--- config.mk ---
export PLATFORM = sky130hd
export DESIGN_NAME = seq_double_dabble
export DESIGN_NICKNAME = d
export VERILOG_FILES = /design/src/rtl/seq_double_dabble.sv
export SDC_FILE = /design/constraint.sdc
export NUM_CORES = 1
export LEC_CHECK = 0
export ABC_CLOCK_PERIOD_IN_PS = 2200
export BUFFER_PORTS_ARGS = -buffer_cell sky130_fd_sc_hd__buf_2
export CORE_MARGIN = 5
export CORE_UTILIZATION = 30
export DETAILED_ROUTE_END_ITERATION = 8
export GPL_ROUTABILITY_DRIVEN = 0
export HOLD_SLACK_MARGIN = 0.06
export PLACE_DENSITY = 0.54
export SLEW_MARGIN = 20
export SYNTH_ARGS = -nofsm -noshare
export SYNTH_HDL_FRONTEND = slang
export SYNTH_SLANG_ARGS = --single-unit
export TNS_END_PERCENT = 50
--- constraint.sdc ---
create_clock -name clk -period 2.2 [get_ports clk]
set_input_delay 0.33 -clock clk [delete_from_list [all_inputs] [get_ports clk]]
set_output_delay 0.33 -clock clk [all_outputs]
set_load 0.01 [all_outputs]
--- src/rtl/seq_double_dabble.sv ---
// Sequential binary-to-BCD converter (shift / add-3), one bit per clock, start/busy/done handshake.
// Define SEQ_DD_BLANK_EN to add the registered leading-zero blank mask output.
module seq_double_dabble #(
  parameter int BIN_W  = 8,
  parameter int DIGITS = 3
) (
  input  logic                clk,
  input  logic                rst,
  input  logic                start,
  input  logic [BIN_W-1:0]    num_in,
  output logic                busy,
  output logic                done,
  output logic [4*DIGITS-1:0] bcd_out
`ifdef SEQ_DD_BLANK_EN
  ,
  output logic [DIGITS-1:0]   blank
`endif
);

  localparam int WW = 4 * DIGITS;
  localparam int CW = (BIN_W > 1) ? $clog2(BIN_W) : 1;

  typedef enum logic {IDLE, CONV} state_t;

  state_t          state_q;
  logic [BIN_W-1:0] shreg_q, shreg_d;
  logic [WW-1:0]    work_q, work_d, work_adj;
  logic [CW-1:0]    cnt_q;

  // One iteration: add 3 to every digit >= 5, then shift the next binary bit in.
  always_comb begin
    work_adj = work_q;
    for (int k = 0; k < DIGITS; k++) begin
      if (work_q[4*k +: 4] >= 4'd5) begin
        work_adj[4*k +: 4] = work_q[4*k +: 4] + 4'd3;
      end
    end
    work_d  = {work_adj[WW-2:0], shreg_q[BIN_W-1]};
    shreg_d = shreg_q << 1;
  end

`ifdef SEQ_DD_BLANK_EN
  logic [DIGITS-1:0] blank_d;
  logic              upper_zero;

  // A digit is blanked only if it and everything above it are zero; the ones digit always shows.
  always_comb begin
    upper_zero = 1'b1;
    blank_d    = '0;
    for (int k = DIGITS - 1; k >= 1; k--) begin
      upper_zero = upper_zero & (work_d[4*k +: 4] == 4'd0);
      blank_d[k] = upper_zero;
    end
  end
`endif

  always_ff @(posedge clk or posedge rst) begin
    if (rst) begin
      state_q <= IDLE;
      busy    <= 1'b0;
      done    <= 1'b0;
      bcd_out <= '0;
      shreg_q <= '0;
      work_q  <= '0;
      cnt_q   <= '0;
`ifdef SEQ_DD_BLANK_EN
      blank   <= '0;
`endif
    end else begin
      done <= 1'b0;
      case (state_q)
        IDLE: begin
          if (start) begin
            state_q <= CONV;
            busy    <= 1'b1;
            shreg_q <= num_in;
            work_q  <= '0;
            cnt_q   <= CW'(BIN_W - 1);
          end
        end
        CONV: begin
          shreg_q <= shreg_d;
          work_q  <= work_d;
          cnt_q   <= cnt_q - CW'(1);
          if (cnt_q == '0) begin
            state_q <= IDLE;
            busy    <= 1'b0;
            done    <= 1'b1;
            bcd_out <= work_d;
`ifdef SEQ_DD_BLANK_EN
            blank   <= blank_d;
`endif
          end
        end
        default: state_q <= IDLE;
      endcase
    end
  end

endmodule
==> Word-level counts from Yosys, hierarchy flattened <==
Cells that the tools add are included.
{ "totals": {"mem_bits_rw": 0, "mem_count": 0, "latchBits": 0, "romBits": 0, "word_cells": 37, "regBits": 38} }
{ "op_classes": {"n_shift": 0, "multipliers": 0, "magnitude_cmp": 3, "n_eq_ne": 2, "n_reduce_logical": 3, "n_bitwise": 1, "div_mod_pow": 0, "add_sub_neg": 4, "n_mux": 17} }
{ "op_table": {"columns": ["cell", "n"], "rows": [
  ["12-bit one-hot mux with 2 select lines", 1],
  ["8-bit one-hot mux with 2 select lines", 1],
  ["4-bit by 3-bit greater-or-equal comparator with 1-bit output (second input constant)", 3],
  ["12-bit two-way mux", 1],
  ["4-bit by 2-bit adder with 4-bit output (second input constant)", 2],
  ["4-bit two-way mux", 2],
  ["8-bit two-way mux", 1],
  ["1-bit two-way mux", 6],
  ["3-bit two-way mux", 2],
  ["3-bit one-hot mux with 2 select lines", 1],
  ["1-bit one-hot mux with 2 select lines", 2],
  ["2-bit AND reduction", 2],
  ["3-bit by 2-bit adder with 3-bit output (second input constant)", 1],
  ["3-bit zero test", 1],
  ["3-bit by 1-bit subtractor with 3-bit output (second input constant)", 1],
  ["2-bit by 1-bit inequality test with 1-bit output (second input constant)", 1],
  ["2-bit inequality test (second input constant)", 1],
  ["1-bit inverter", 1]
]} }

==> Depth between registers and ports, before layout <==
Gate-level depths: netlist of run 1.
{ "logic_depth": {"word_depth": 3, "ltp_mapped": 8, "mapped_depth_nobuf": 7} }

==> Least setup slack after synthesis of run 1 <==
OpenSTA, ideal clock, no wires.
{ "synth_path": {"kind": "register -> register", "start": "register work_q[4]", "end": "register work_q[6]", "stages_incl_launch_ff": 7, "setup_ps": 82, "n_path_buf": 0, "t_arrival_ps": 1452, "period_less_slack_ps": 1534, "path_slack_ps": 666, "required_ps": 2118, "path_cell_list": "dfrtp_1 > inv_1 > ha_1 > nand2b_1 > a21oi_1 > mux2_2 > o22ai_1"} }
{ "synth_between": {"elab_chain_cells": 3} }
{ "synth_rtl": {"columns": ["element", "line_no", "source"], "rows": [
  ["start, declared", "27", "logic [WW-1:0] work_q, work_d, work_adj;"],
  ["start signal, assigned", "83", "work_q <= work_d;"],
  ["4-bit by 2-bit adder with 4-bit output or 4-bit by 3-bit greater-or-equal comparator with 1-bit output (tied branches)", "35, 34", null],
  ["4-bit two-way mux (*)", "34", "if (work_q[4*k +: 4] >= 4'd5) begin"],
  ["12-bit one-hot mux with 2 select lines (*)", "71", "case (state_q)"]
]} }
Mark *: on every way between the ends. The rest lies on a longest branch, timed or not.
A chain may end at the register's enable or synchronous reset.

==> Worst setup path after layout of run 1 <==
Same ends and word-level chain as after synthesis.

==> results.py, run 1 <==
metrics = {
    "run_status": {
        "run_status": "finished, final reports clean",
    },
    "detailed_routing": {
        "wl_per_cell_microns": 12.5,
        "route.antenna.remaining_nets": 0,
        "topRoutingLayerUsed": "met4",
        "route.final.wire_length_microns": 3500,
        "routed-via-count": 1259,
        "wl_met2_microns": 1500,
        "drc": 0,
        "dr.pass1.iters": 4,
        "wirelength_met1_microns": 1750,
        "drt_iter0_drc": 76,
        "avgViaCountPerCell": 4.51,
        "met3RoutedLength_microns": 227,
    },
    "setup_path": {
        "worst-endpoint-required_ps": 2410,
        "crit_buf_inv": 1,
        "worst_setup_path_start_kind": "flip-flop",
        "cpLargestDelayFamily": "flip-flops",
        "timing.critical_path.from": "work_q[4]",
        "reg2reg_setup_slack_ps": 540,
        "critPathArrivalTime_ps": 1870,
        "worstSetupEndpointType": "flip-flop",
        "r2r_cells": 6,
        "crit_slowest_cell": "sky130_fd_sc_hd__dfrtp_1",
        "crit_fanout": 5,
        "worstPathCellList": "inv_1, ha_1, nand2b_1, a21oi_1, mux2_2, o22ai_1",
        "criticalPathCategory": "reg -> reg",
        "worst_r2r_startpoint": "work_q[4]",
        "reg2reg_to": "work_q[6]",
        "critical_path_cell_count": 6,
        "slowest_delay_ps": 410,
        "worst_setup_path_endpoint": "work_q[6]",
    },
    "logic_synthesis": {
        "yosys-top-cells-area": "sky130_fd_sc_hd__dfrtp_1, sky130_fd_sc_hd__ha_1, sky130_fd_sc_hd__mux2i_1, sky130_fd_sc_hd__nand2_1, sky130_fd_sc_hd__o21ai_0",
        "synth_largest_type_area_fraction_pct": 52.3,
        "yosysMostFrequentCell": "sky130_fd_sc_hd__dfrtp_1",
        "dominantRegCellSynth": "sky130_fd_sc_hd__dfrtp_1",
        "yosys_register_bits": 38,
        "yosysUniqueCellTypes": 31,
        "netlist_instances": 177,
        "async_set_or_reset_register_ratio_after_synthesis_pct": 100,
        "ys.warnings.count": 0,
        "synth-edff-count": 0,
        "syn-cell-area_sq_mm": 0.00182,
        "register_area_share_after_synthesis_pct": 52.3,
        "synth.net_count": 196,
        "post_synth_most_frequent_cells": "sky130_fd_sc_hd__dfrtp_1, sky130_fd_sc_hd__nand2_1, sky130_fd_sc_hd__o21ai_0, sky130_fd_sc_hd__inv_1",
        "syn_avg_cell_area_sq_um": 10.3,
        "synth_top_area_cell": "sky130_fd_sc_hd__dfrtp_1",
    },
    "finish": {
        "post_route_cells_drive_above_1_share_pct": 22.5,
        "flow.area_growth_from_synthesis_pct": 17.1,
        "antennaDiodeCount": 0,
        "finish.net_count": 222,
    },
    "grt": {
        "initial_antenna_violation_count": 0,
        "grt_pass1_vias": 1247,
        "overflow": 0,
        "groute.usage.overall_pct": 9.99,
        "maximum_number_of_pins_on_one_net_before_global_route_repair": 39,
        "grt_pass1_wl_microns": 6040,
    },
    "clock_network": {
        "cts-resized-gates": 0,
        "cts_hold_buf": 0,
        "numClockSinks": 38,
        "cts_max_level": 2,
        "clock_path_buffers": 2,
        "cts.clk_slew.worst_paths_ps": 80,
        "cts_setup_buffers": 0,
        "numCtsBuffers": 5,
        "cts-root-buf": "sky130_fd_sc_hd__clkbuf_8",
        "tritoncts": "built",
        "clock_latency_ps": 290,
    },
    "placement": {
        "hpwl_microns": 2390,
        "portBuffers": 24,
    },
    "power": {
        "power.static_leakage_nw": 1.04,
        "power.combinational.fraction_pct": 42.2,
        "sw_frac_of_total_pct": 37.7,
        "power.ir.vdd_worst_mv": 0.489,
        "net-switching-power_w": 0.00119,
        "sequentialPowerShare_pct": 39.3,
        "clock_power_share_pct": 18.5,
        "power.density_cell_area_mw_per_mm2": 1490,
        "power_report.internal_total_w": 0.00197,
    },
    "timing": {
        "finalSetupViolCount": 0,
        "tns_ps": 0,
        "slew_headroom_pct": 67.2,
        "grt_setup_unrepaired": "false",
        "achievable-frequency_mhz": 604,
        "report.final.hold_viol_count": 0,
        "finClkSkew_ps": 3.70,
        "fin_crit_ps": 1660,
        "tightest_slew_ps": 492,
        "finalMaxSlewViolations": 0,
        "post-route-period-util_pct": 75.2,
        "fin_hold_ws_ps": 139,
    },
    "die": {
        "std_cell_rows": 28,
        "fp.dieArea_sq_mm": 0.00771,
        "initial_utilization_pct": 30.7,
        "boundaryPins": 25,
        "die_width_microns": 87.8,
        "floorplan.die.height_microns": 87.8,
        "core_area_sq_mm": 0.00592,
    },
    "run": {
        "maxCapViolations": 0,
    },
    "worst_hold_path": {
        "hold_class": "in -> async",
    },
}
==> power groups by stage <==
stage               logic, W  registers, W  clock network [W]
finish               0.00133       0.00124           0.000585
CTS                  0.00136       0.00125           0.000607
detailed placement   0.00136       0.00126                  0
global placement     0.00133       0.00125                  0
floorplan            0.00102       0.00124                  0
global route         0.00153       0.00129           0.000637
==> cell type report <==
class,instances,area (sq um)
well taps,75,93.8
multi-input cells,118,777
flip-flops and latches,38,951
repair buffers,28,150
inverters,12,46.3
clock inverters,3,40.0
fillers,598,3790
clock buffers,5,68.8
==> kinds of logic (layout without fill, tap and decap cells) <==
kind of cell	after synthesis	count (layout)	share of synthesized area (%)
and+or+nand+nor	50	50	12.9
DFF	38	38	52.3
adders and majority gates	8	8	5.51
AOI/OAI and AO/OA	42	42	13.8
muxes	15	15	9.02
buffers and inverters	21	48	4.89
xor gates and xnor gates	3	3	1.45
==> sequential cells by signal, indices dropped and copies added, names as in the netlist <==
register  cells
done          1
state_q       1
work_q       12
shreg_q       8
cnt_q         3
busy          1
bcd_out      12
==> how the worst min path moves through the flow <==
stage | start | endpoint | slack [ps]
after floorplan | cnt_q[2] | cnt_q[2] | 440
after detailed placement | bcd_out[0] | bcd_out[0] | 460
after global placement | bcd_out[0] | bcd_out[0] | 450
after global routing | rst | bcd_out[7] | 190
final | rst | bcd_out[7] | 140
after CTS | rst | bcd_out[7] | 160
==> tightest hold or removal path: stages <==
cell and delay (ps):
sky130_fd_sc_hd__buf_2 90, sky130_fd_sc_hd__inv_1 40, sky130_fd_sc_hd__buf_4 410
==> placed cells by master, fill, tap and decap left out <==
| master | instances |
|---|---|
| sky130_fd_sc_hd__a21o_1 | 4 |
| sky130_fd_sc_hd__a21o_2 | 1 |
| sky130_fd_sc_hd__a21oi_1 | 10 |
| sky130_fd_sc_hd__a21oi_2 | 1 |
| sky130_fd_sc_hd__a21oi_4 | 1 |
| sky130_fd_sc_hd__a22o_1 | 1 |
| sky130_fd_sc_hd__a31oi_1 | 1 |
| sky130_fd_sc_hd__and2_1 | 1 |
| sky130_fd_sc_hd__buf_2 | 24 |
| sky130_fd_sc_hd__buf_4 | 4 |
| sky130_fd_sc_hd__bufinv_16 | 1 |
| sky130_fd_sc_hd__clkbuf_8 | 5 |
| sky130_fd_sc_hd__clkinv_2 | 3 |
| sky130_fd_sc_hd__dfrtp_1 | 38 |
| sky130_fd_sc_hd__ha_1 | 8 |
| sky130_fd_sc_hd__inv_1 | 11 |
| sky130_fd_sc_hd__mux2_2 | 3 |
| sky130_fd_sc_hd__mux2_4 | 2 |
| sky130_fd_sc_hd__mux2i_1 | 10 |
| sky130_fd_sc_hd__nand2_1 | 25 |
| sky130_fd_sc_hd__nand2b_1 | 2 |
| sky130_fd_sc_hd__nand2b_2 | 1 |
| sky130_fd_sc_hd__nand3_1 | 2 |
| sky130_fd_sc_hd__nor2_1 | 6 |
| sky130_fd_sc_hd__nor3_1 | 6 |
| sky130_fd_sc_hd__nor3b_1 | 6 |
| sky130_fd_sc_hd__o21ai_0 | 16 |
| sky130_fd_sc_hd__o21ai_1 | 2 |
| sky130_fd_sc_hd__o22ai_1 | 4 |
| sky130_fd_sc_hd__o31ai_1 | 1 |
| sky130_fd_sc_hd__or2_1 | 1 |
| sky130_fd_sc_hd__xnor2_1 | 3 |
==> metal layers <==
layer,track usage [%],up-vias
met5,0,-
li1,-,649
met2,14.6,27
met1,13.4,581
met3,4.05,2
met4,3.35,0
==> metrics by stage <==
stage | setup slack, ps | util [%] | power, W | instances | area (sq um)
floorplan | 666 | - | 0.00226 | 177 | 1820
global placement | 603 | 34.1 | 0.00258 | 271 | 2020
detailed placement | 563 | 34.1 | 0.00261 | 271 | 2020
CTS | 534 | 35.9 | 0.00321 | 279 | 2130
global route | 416 | 35.9 | 0.00346 | 279 | 2130
finish | 545 | 35.9 | 0.00316 | 279 | 2130
Note: power is estimated with default switching activity, not from simulation.
==> run 2, diff against run 1 <==
Settings changed: ABC_CLOCK_PERIOD_IN_PS 2200 to 1650.
Clock period 2.2 ns to 1.65 ns, I/O delays scaled along.
==> run 2 against run 1 <==
Against the previous run:
- sequential power rose by 31%
- clock power is 12% higher
- die area stayed put
- register-to-register slack got worse by 420 ps
- sequential cell count unchanged
- via count grew 0.40%
- utilization increased by 0.063 points
- final cell count increased by 0.72%
- worst hold slack worse by 70 ps
- design area up 0.18%
- setup slack got worse by 420 ps
- first-iteration DRC count is 43% lower
- highest routed layer unchanged
==> results.py, run 2 (synthesis results as in run 1) <==
metrics = {
    "timing": {
        "tns_ps": 0,
        "fin_hold_ws_ps": 68.8,
        "achievable-frequency_mhz": 656,
        "tightest_slew_ps": 489,
        "report.final.hold_viol_count": 0,
        "slew_headroom_pct": 67.4,
        "fin_crit_ps": 1520,
        "finClkSkew_ps": 4.41,
        "post-route-period-util_pct": 92.4,
        "finalSetupViolCount": 0,
        "grt_setup_unrepaired": "false",
        "finalMaxSlewViolations": 0,
    },
    "detailed_routing": {
        "route.antenna.remaining_nets": 0,
        "dr.pass1.iters": 4,
        "route.final.wire_length_microns": 3400,
        "drt_iter0_drc": 43,
        "routed-via-count": 1264,
        "drc": 0,
        "avgViaCountPerCell": 4.50,
        "wl_per_cell_microns": 12.1,
    },
    "worst_hold_path": {
        "hold_class": "in -> async",
    },
    "finish": {
        "finish.net_count": 224,
        "mostFrequentLayoutCells": "sky130_fd_sc_hd__dfrtp_1, sky130_fd_sc_hd__nand2_1, sky130_fd_sc_hd__buf_2, sky130_fd_sc_hd__o21ai_0, sky130_fd_sc_hd__inv_1",
        "layout_commonest_cell": "sky130_fd_sc_hd__dfrtp_1",
        "post_route_cells_drive_above_1_share_pct": 23.8,
        "flow.area_growth_from_synthesis_pct": 17.3,
        "finalCoreUtilization_pct": 36.0,
        "antennaDiodeCount": 0,
        "biggestRegsByFlops": "bcd_out (12), work_q (12), shreg_q (8)",
        "filler_cell_count": 615,
    },
    "die": {
        "initial_utilization_pct": 30.7,
        "floorplan.die.height_microns": 87.8,
        "std_cell_rows": 28,
        "die_width_microns": 87.8,
        "boundaryPins": 25,
        "fp.dieArea_sq_mm": 0.00771,
        "core_area_sq_mm": 0.00592,
    },
    "setup_path": {
        "crit_fanout": 4,
        "criticalPathCategory": "reg -> reg",
        "worst_setup_path_start_kind": "flip-flop",
        "slowest_delay_ps": 410,
        "r2r_cells": 5,
        "worst-endpoint-required_ps": 1860,
        "critPathArrivalTime_ps": 1740,
        "worstSetupEndpointType": "flip-flop",
        "reg2reg_to": "work_q[6]",
        "reg2reg_setup_slack_ps": 130,
        "worstPathCellList": "ha_1, nand2b_1, a21oi_2, mux2_2, o22ai_1",
        "crit_slowest_cell": "sky130_fd_sc_hd__dfrtp_1",
        "worst_r2r_startpoint": "work_q[4]",
    },
    "run": {
        "maxCapViolations": 0,
    },
    "power": {
        "power.static_leakage_nw": 1.04,
        "power.ir.vdd_worst_mv": 0.684,
        "power.density_cell_area_mw_per_mm2": 1940,
    },
    "clock_network": {
        "numClockSinks": 38,
        "clock_latency_ps": 290,
        "tritoncts": "built",
        "clock_path_buffers": 2,
        "cts_max_level": 2,
        "cts-root-buf": "sky130_fd_sc_hd__clkbuf_8",
        "cts.clk_slew.worst_paths_ps": 70,
        "numCtsBuffers": 5,
    },
    "run_status": {
        "run_status": "finished, final reports clean",
    },
    "grt": {
        "grt_pass1_wl_microns": 5840,
        "groute.usage.overall_pct": 9.82,
        "initial_antenna_violation_count": 0,
        "overflow": 0,
        "grt_pass1_vias": 1271,
        "maximum_number_of_pins_on_one_net_before_global_route_repair": 39,
    },
    "placement": {
        "hpwl_microns": 2380,
        "portBuffers": 24,
    },
}
[run 2: changes by cell type in the layout (fill, tap and decap cells not counted), sizes merged]
cell	change
buf	+2
clkbuf	+2
bufinv	-1
clkinv	-1
[run 2: repair_timing]
item                                    CTS  global route
gates resized for setup                   0             2
hold buffers                              0             0
endpoints found under the setup margin    0             4
buffers inserted                          0             0
[run 2: metal layers]
layer	track usage (%)	vias to the layer above	part of all wire [%]
met3	3.20	7	5.8
met1	13.0	577	50
li1	-	653	-
met2	14.5	27	42
met4	4.60	0	1.9
met5	0	-	0
[run 2: power by group]
part	switching, W	internal (W)	total [W]
Clock	0.000320	0.000337	0.000658
Combinational	0.000971	0.000881	0.00185
Sequential	0.000278	0.00134	0.00162
Total	0.00157	0.00256	0.00413
[run 2: how the worst max path moves through the flow]
stage / from / depth (start not counted) / to / slack [ps]
final: work_q[4] / 5 / work_q[6] / 130
after global routing: work_q[5] / 6 / work_q[6] / 20
after CTS: work_q[0] / 6 / bcd_out[2] / 70
after detailed placement: work_q[4] / 5 / work_q[6] / 90
after global placement: work_q[0] / 6 / bcd_out[2] / 90
after floorplan: work_q[4] / 6 / work_q[6] / 120
[run 2: stage by stage]
step / cell area (sq um) / total power [W] / instances / setup slack (ps)
global placement: 2030 / 0.00348 / 273 / 89.9
CTS: 2120 / 0.00419 / 281 / 74.7
floorplan: 1820 / 0.00302 / 177 / 116
global route: 2130 / 0.00451 / 281 / 19.6
detailed placement: 2030 / 0.00351 / 273 / 91.6
finish: 2130 / 0.00413 / 281 / 125
[run 2: cell type report]
class | instances | area, sq um | share of cell area (%)
inverter | 12 | 46.3 | 2.17
multi-input combinational | 118 | 783 | 36.8
clock buffer | 7 | 86.3 | 4.05
clock inverter | 1 | 5.00 | 0.235
sequential | 38 | 951 | 44.6
tap | 75 | 93.8 | 4.40
timing repair buffer | 30 | 165 | 7.75
[run 2: critical path: cells and delay by family, from the launching register on]
family | cells | cell delay, ps
adder cells (fa/ha/maj) | 1 | 200
multiplexers | 1 | 360
flip-flops | 1 | 410
AND/OR/NAND/NOR | 1 | 160
AO/OA/AOI/OAI | 2 | 330
==> run 3, diff against run 2 <==
Settings changed: ABC_AREA set to 1.
==> run 3 against run 2 <==
Against the previous run:
- sequential cell count unchanged
- count of clock-buffer cells in the layout unchanged
- combinational power down 6%
- critical path depth rose by 3
- first-iteration DRC count is 7.0% higher
- largest power group unchanged
- clock power is 17% higher
- fmax increased by 11%
- sequential share of layout area grew 0.34 points
- area after synthesis is 0.41% lower
- clock skew grew 8.6 ps
- utilization down 0.062 points
==> results.py, run 3 <==
metrics = {
    "run_status": {
        "run_status": "finished, final reports clean",
    },
    "die": {
        "die_width_microns": 87.7,
        "initial_utilization_pct": 30.7,
        "core_area_sq_mm": 0.00589,
        "std_cell_rows": 28,
        "fp.dieArea_sq_mm": 0.00768,
        "boundaryPins": 25,
        "floorplan.die.height_microns": 87.7,
    },
    "finish": {
        "mostFrequentLayoutCells": "sky130_fd_sc_hd__nand2_1, sky130_fd_sc_hd__dfrtp_1, sky130_fd_sc_hd__nand3_1, sky130_fd_sc_hd__buf_2, sky130_fd_sc_hd__inv_1",
        "biggestRegsByFlops": "bcd_out (12), work_q (12), shreg_q (8)",
        "filler_cell_count": 647,
        "final_area_sq_mm": 0.00211,
        "fin_cells": 315,
        "flow.area_growth_from_synthesis_pct": 16.9,
        "layout_commonest_cell": "sky130_fd_sc_hd__nand2_1",
        "antennaDiodeCount": 0,
        "finish.net_count": 258,
        "post_route_cells_drive_above_1_share_pct": 17.9,
    },
    "power": {
        "power.ir.vdd_worst_mv": 0.563,
        "sw_frac_of_total_pct": 40.0,
        "power.static_leakage_nw": 1.12,
        "sequentialPowerShare_pct": 38.9,
        "power.density_cell_area_mw_per_mm2": 1940,
        "power.combinational.fraction_pct": 42.3,
        "clock_power_share_pct": 18.8,
        "power_report.internal_total_w": 0.00246,
        "net-switching-power_w": 0.00164,
    },
    "clock_network": {
        "cts_setup_buffers": 0,
        "numCtsBuffers": 5,
        "cts.clk_slew.worst_paths_ps": 80,
        "cts-resized-gates": 0,
        "cts-root-buf": "sky130_fd_sc_hd__clkbuf_8",
        "cts_max_level": 2,
        "tritoncts": "built",
        "cts_hold_buf": 0,
        "clock_latency_ps": 290,
        "clock_path_buffers": 2,
        "numClockSinks": 38,
    },
    "logic_synthesis": {
        "synth.net_count": 228,
        "post_synth_most_frequent_cells": "sky130_fd_sc_hd__nand2_1, sky130_fd_sc_hd__dfrtp_1, sky130_fd_sc_hd__nand3_1, sky130_fd_sc_hd__inv_1, sky130_fd_sc_hd__o21ai_0",
        "ys.warnings.count": 0,
        "async_set_or_reset_register_ratio_after_synthesis_pct": 100,
        "dominantRegCellSynth": "sky130_fd_sc_hd__dfrtp_1",
        "syn-cell-area_sq_mm": 0.00181,
        "yosysMostFrequentCell": "sky130_fd_sc_hd__nand2_1",
        "synth_largest_type_area_fraction_pct": 52.6,
        "netlist_instances": 209,
        "synth_top_area_cell": "sky130_fd_sc_hd__dfrtp_1",
        "register_area_share_after_synthesis_pct": 52.6,
        "yosys_register_bits": 38,
        "synth-edff-count": 0,
        "yosysUniqueCellTypes": 20,
        "syn_avg_cell_area_sq_um": 8.66,
        "yosys-top-cells-area": "sky130_fd_sc_hd__dfrtp_1, sky130_fd_sc_hd__nand2_1, sky130_fd_sc_hd__nand3_1, sky130_fd_sc_hd__ha_1, sky130_fd_sc_hd__inv_1",
    },
    "placement": {
        "detailed_place.area_sq_mm": 0.00201,
        "portBuffers": 24,
        "placedCellCount": 307,
        "hpwl_microns": 2540,
    },
    "detailed_routing": {
        "wl_per_cell_microns": 11.6,
        "drt_iter0_drc": 46,
        "routed-via-count": 1458,
        "drc": 0,
        "avgViaCountPerCell": 4.63,
        "route.final.wire_length_microns": 3660,
        "dr.pass1.iters": 5,
        "route.antenna.remaining_nets": 0,
    },
    "timing": {
        "post-route-period-util_pct": 83.3,
        "grt_setup_unrepaired": "false",
        "slew_headroom_pct": 68.0,
        "achievable-frequency_mhz": 728,
        "tns_ps": 0,
        "fin_crit_ps": 1370,
        "finalSetupViolCount": 0,
        "finClkSkew_ps": 13.0,
        "tightest_slew_ps": 479,
        "report.final.hold_viol_count": 0,
        "finalMaxSlewViolations": 0,
    },
    "grt": {
        "groute.usage.overall_pct": 11.0,
        "initial_antenna_violation_count": 0,
        "grt_pass1_wl_microns": 6540,
        "overflow": 0,
        "grt_pass1_vias": 1436,
        "maximum_number_of_pins_on_one_net_before_global_route_repair": 39,
    },
    "setup_path": {
        "slowest_delay_ps": 440,
        "worst_setup_path_start_kind": "flip-flop",
        "critPathMostFrequentCell": "sky130_fd_sc_hd__nand2_1",
        "worstPathCellList": "inv_1, ha_1, inv_1, nand2_1, nand3_1, nand2_1, nand3_1, nand2_1",
        "crit_fanout": 5,
        "reg2reg_setup_slack_ps": 280,
        "worstSetupEndpointType": "flip-flop",
        "cpLargestDelayFamily": "simple AND/OR/NAND/NOR gates",
        "criticalPathCategory": "reg -> reg",
        "critPathArrivalTime_ps": 1540,
        "crit_buf_inv": 2,
        "crit_slowest_cell": "sky130_fd_sc_hd__dfrtp_1",
        "worst-endpoint-required_ps": 1820,
    },
    "worst_hold_path": {
        "hold_class": "in -> async",
    },
    "run": {
        "maxCapViolations": 0,
    },
}
run 3: cell types whose count changed after synthesis, sizes merged, moves of 6 or more:
cell / before / now
mux2i: 10 / 0
nand4: 0 / 6
nor3b: 6 / 0
a21oi: 12 / 0
nand2: 25 / 78
inv: 11 / 21
nand3: 2 / 27
nor3: 6 / 0
run 3: tightest hold or removal path, delay by kind of cell:
family / cells / cell delay (ps)
buf+inv: 3 / 540
run 3: logic make-up (layout without fill, tap and decap cells):
kind of cell               Yosys count  in the layout  share of synthesized area, %
adders and majority gates            8              8                          5.53
and+or+nand+nor                    117            117                          27.9
buffers and inverters               26             57                          6.98
DFF                                 38             38                          52.6
AOI/OAI and AO/OA                   20             20                          6.98
run 3: final cells by class:
type                    instances  area [sq um]  area share (%)
multi-input cells             145           732            34.6
flip-flops and latches         38           951            45.0
repair buffers                 28           150            7.10
well taps                      75          93.8            4.44
clock inverters                 1          30.0            1.42
clock buffers                   7          76.3            3.61
inverters                      21          81.3            3.85
run 3: power by group through the flow:
stage,sequential (W),combinational (W),clock (W)
after floorplan,0.00164,0.00127,0
final,0.00160,0.00173,0.000772
after CTS,0.00160,0.00177,0.000800
after global routing,0.00165,0.00204,0.000850
after detailed placement,0.00161,0.00176,0
after global placement,0.00161,0.00175,0
run 3: layer usage:
| metal | part of all wire, % | vias to the layer above | wire length [microns] | global-route usage [%] |
|---|---|---|---|---|
| met1 | 48 | 683 | 1740 | 13.9 |
| met4 | 1.8 | 0 | 65 | 5.44 |
| li1 | - | 740 | - | - |
| met3 | 5.2 | 6 | 190 | 3.20 |
| met2 | 45 | 29 | 1670 | 17.2 |
| met5 | 0 | - | 0 | 0 |
run 3: through the flow:
step | setup slack, ps | total power, W | hold WS, ps | util, %
after floorplan | 470 | 0.00291 | 380 | -
after global placement | 286 | 0.00336 | 396 | 34.1
after detailed placement | 300 | 0.00338 | 399 | 34.1
after CTS | 268 | 0.00417 | 79.3 | 35.9
after global routing | 141 | 0.00455 | 128 | 35.9
final | 276 | 0.00410 | 48.8 | 35.9
run 3: path summary, 6_finish.rpt:
kind	startpoint	end	cells after the start
setup / recovery	work_q[4]	work_q[5]	8
hold / removal	rst	shreg_q[3]	3
setup reg to reg	work_q[4]	work_q[5]	8
hold reg to reg	bcd_out[5]	bcd_out[5]	2
max in group asynchronous	rst	state_q	3
min in group clk	num_in[3]	shreg_q[3]	3
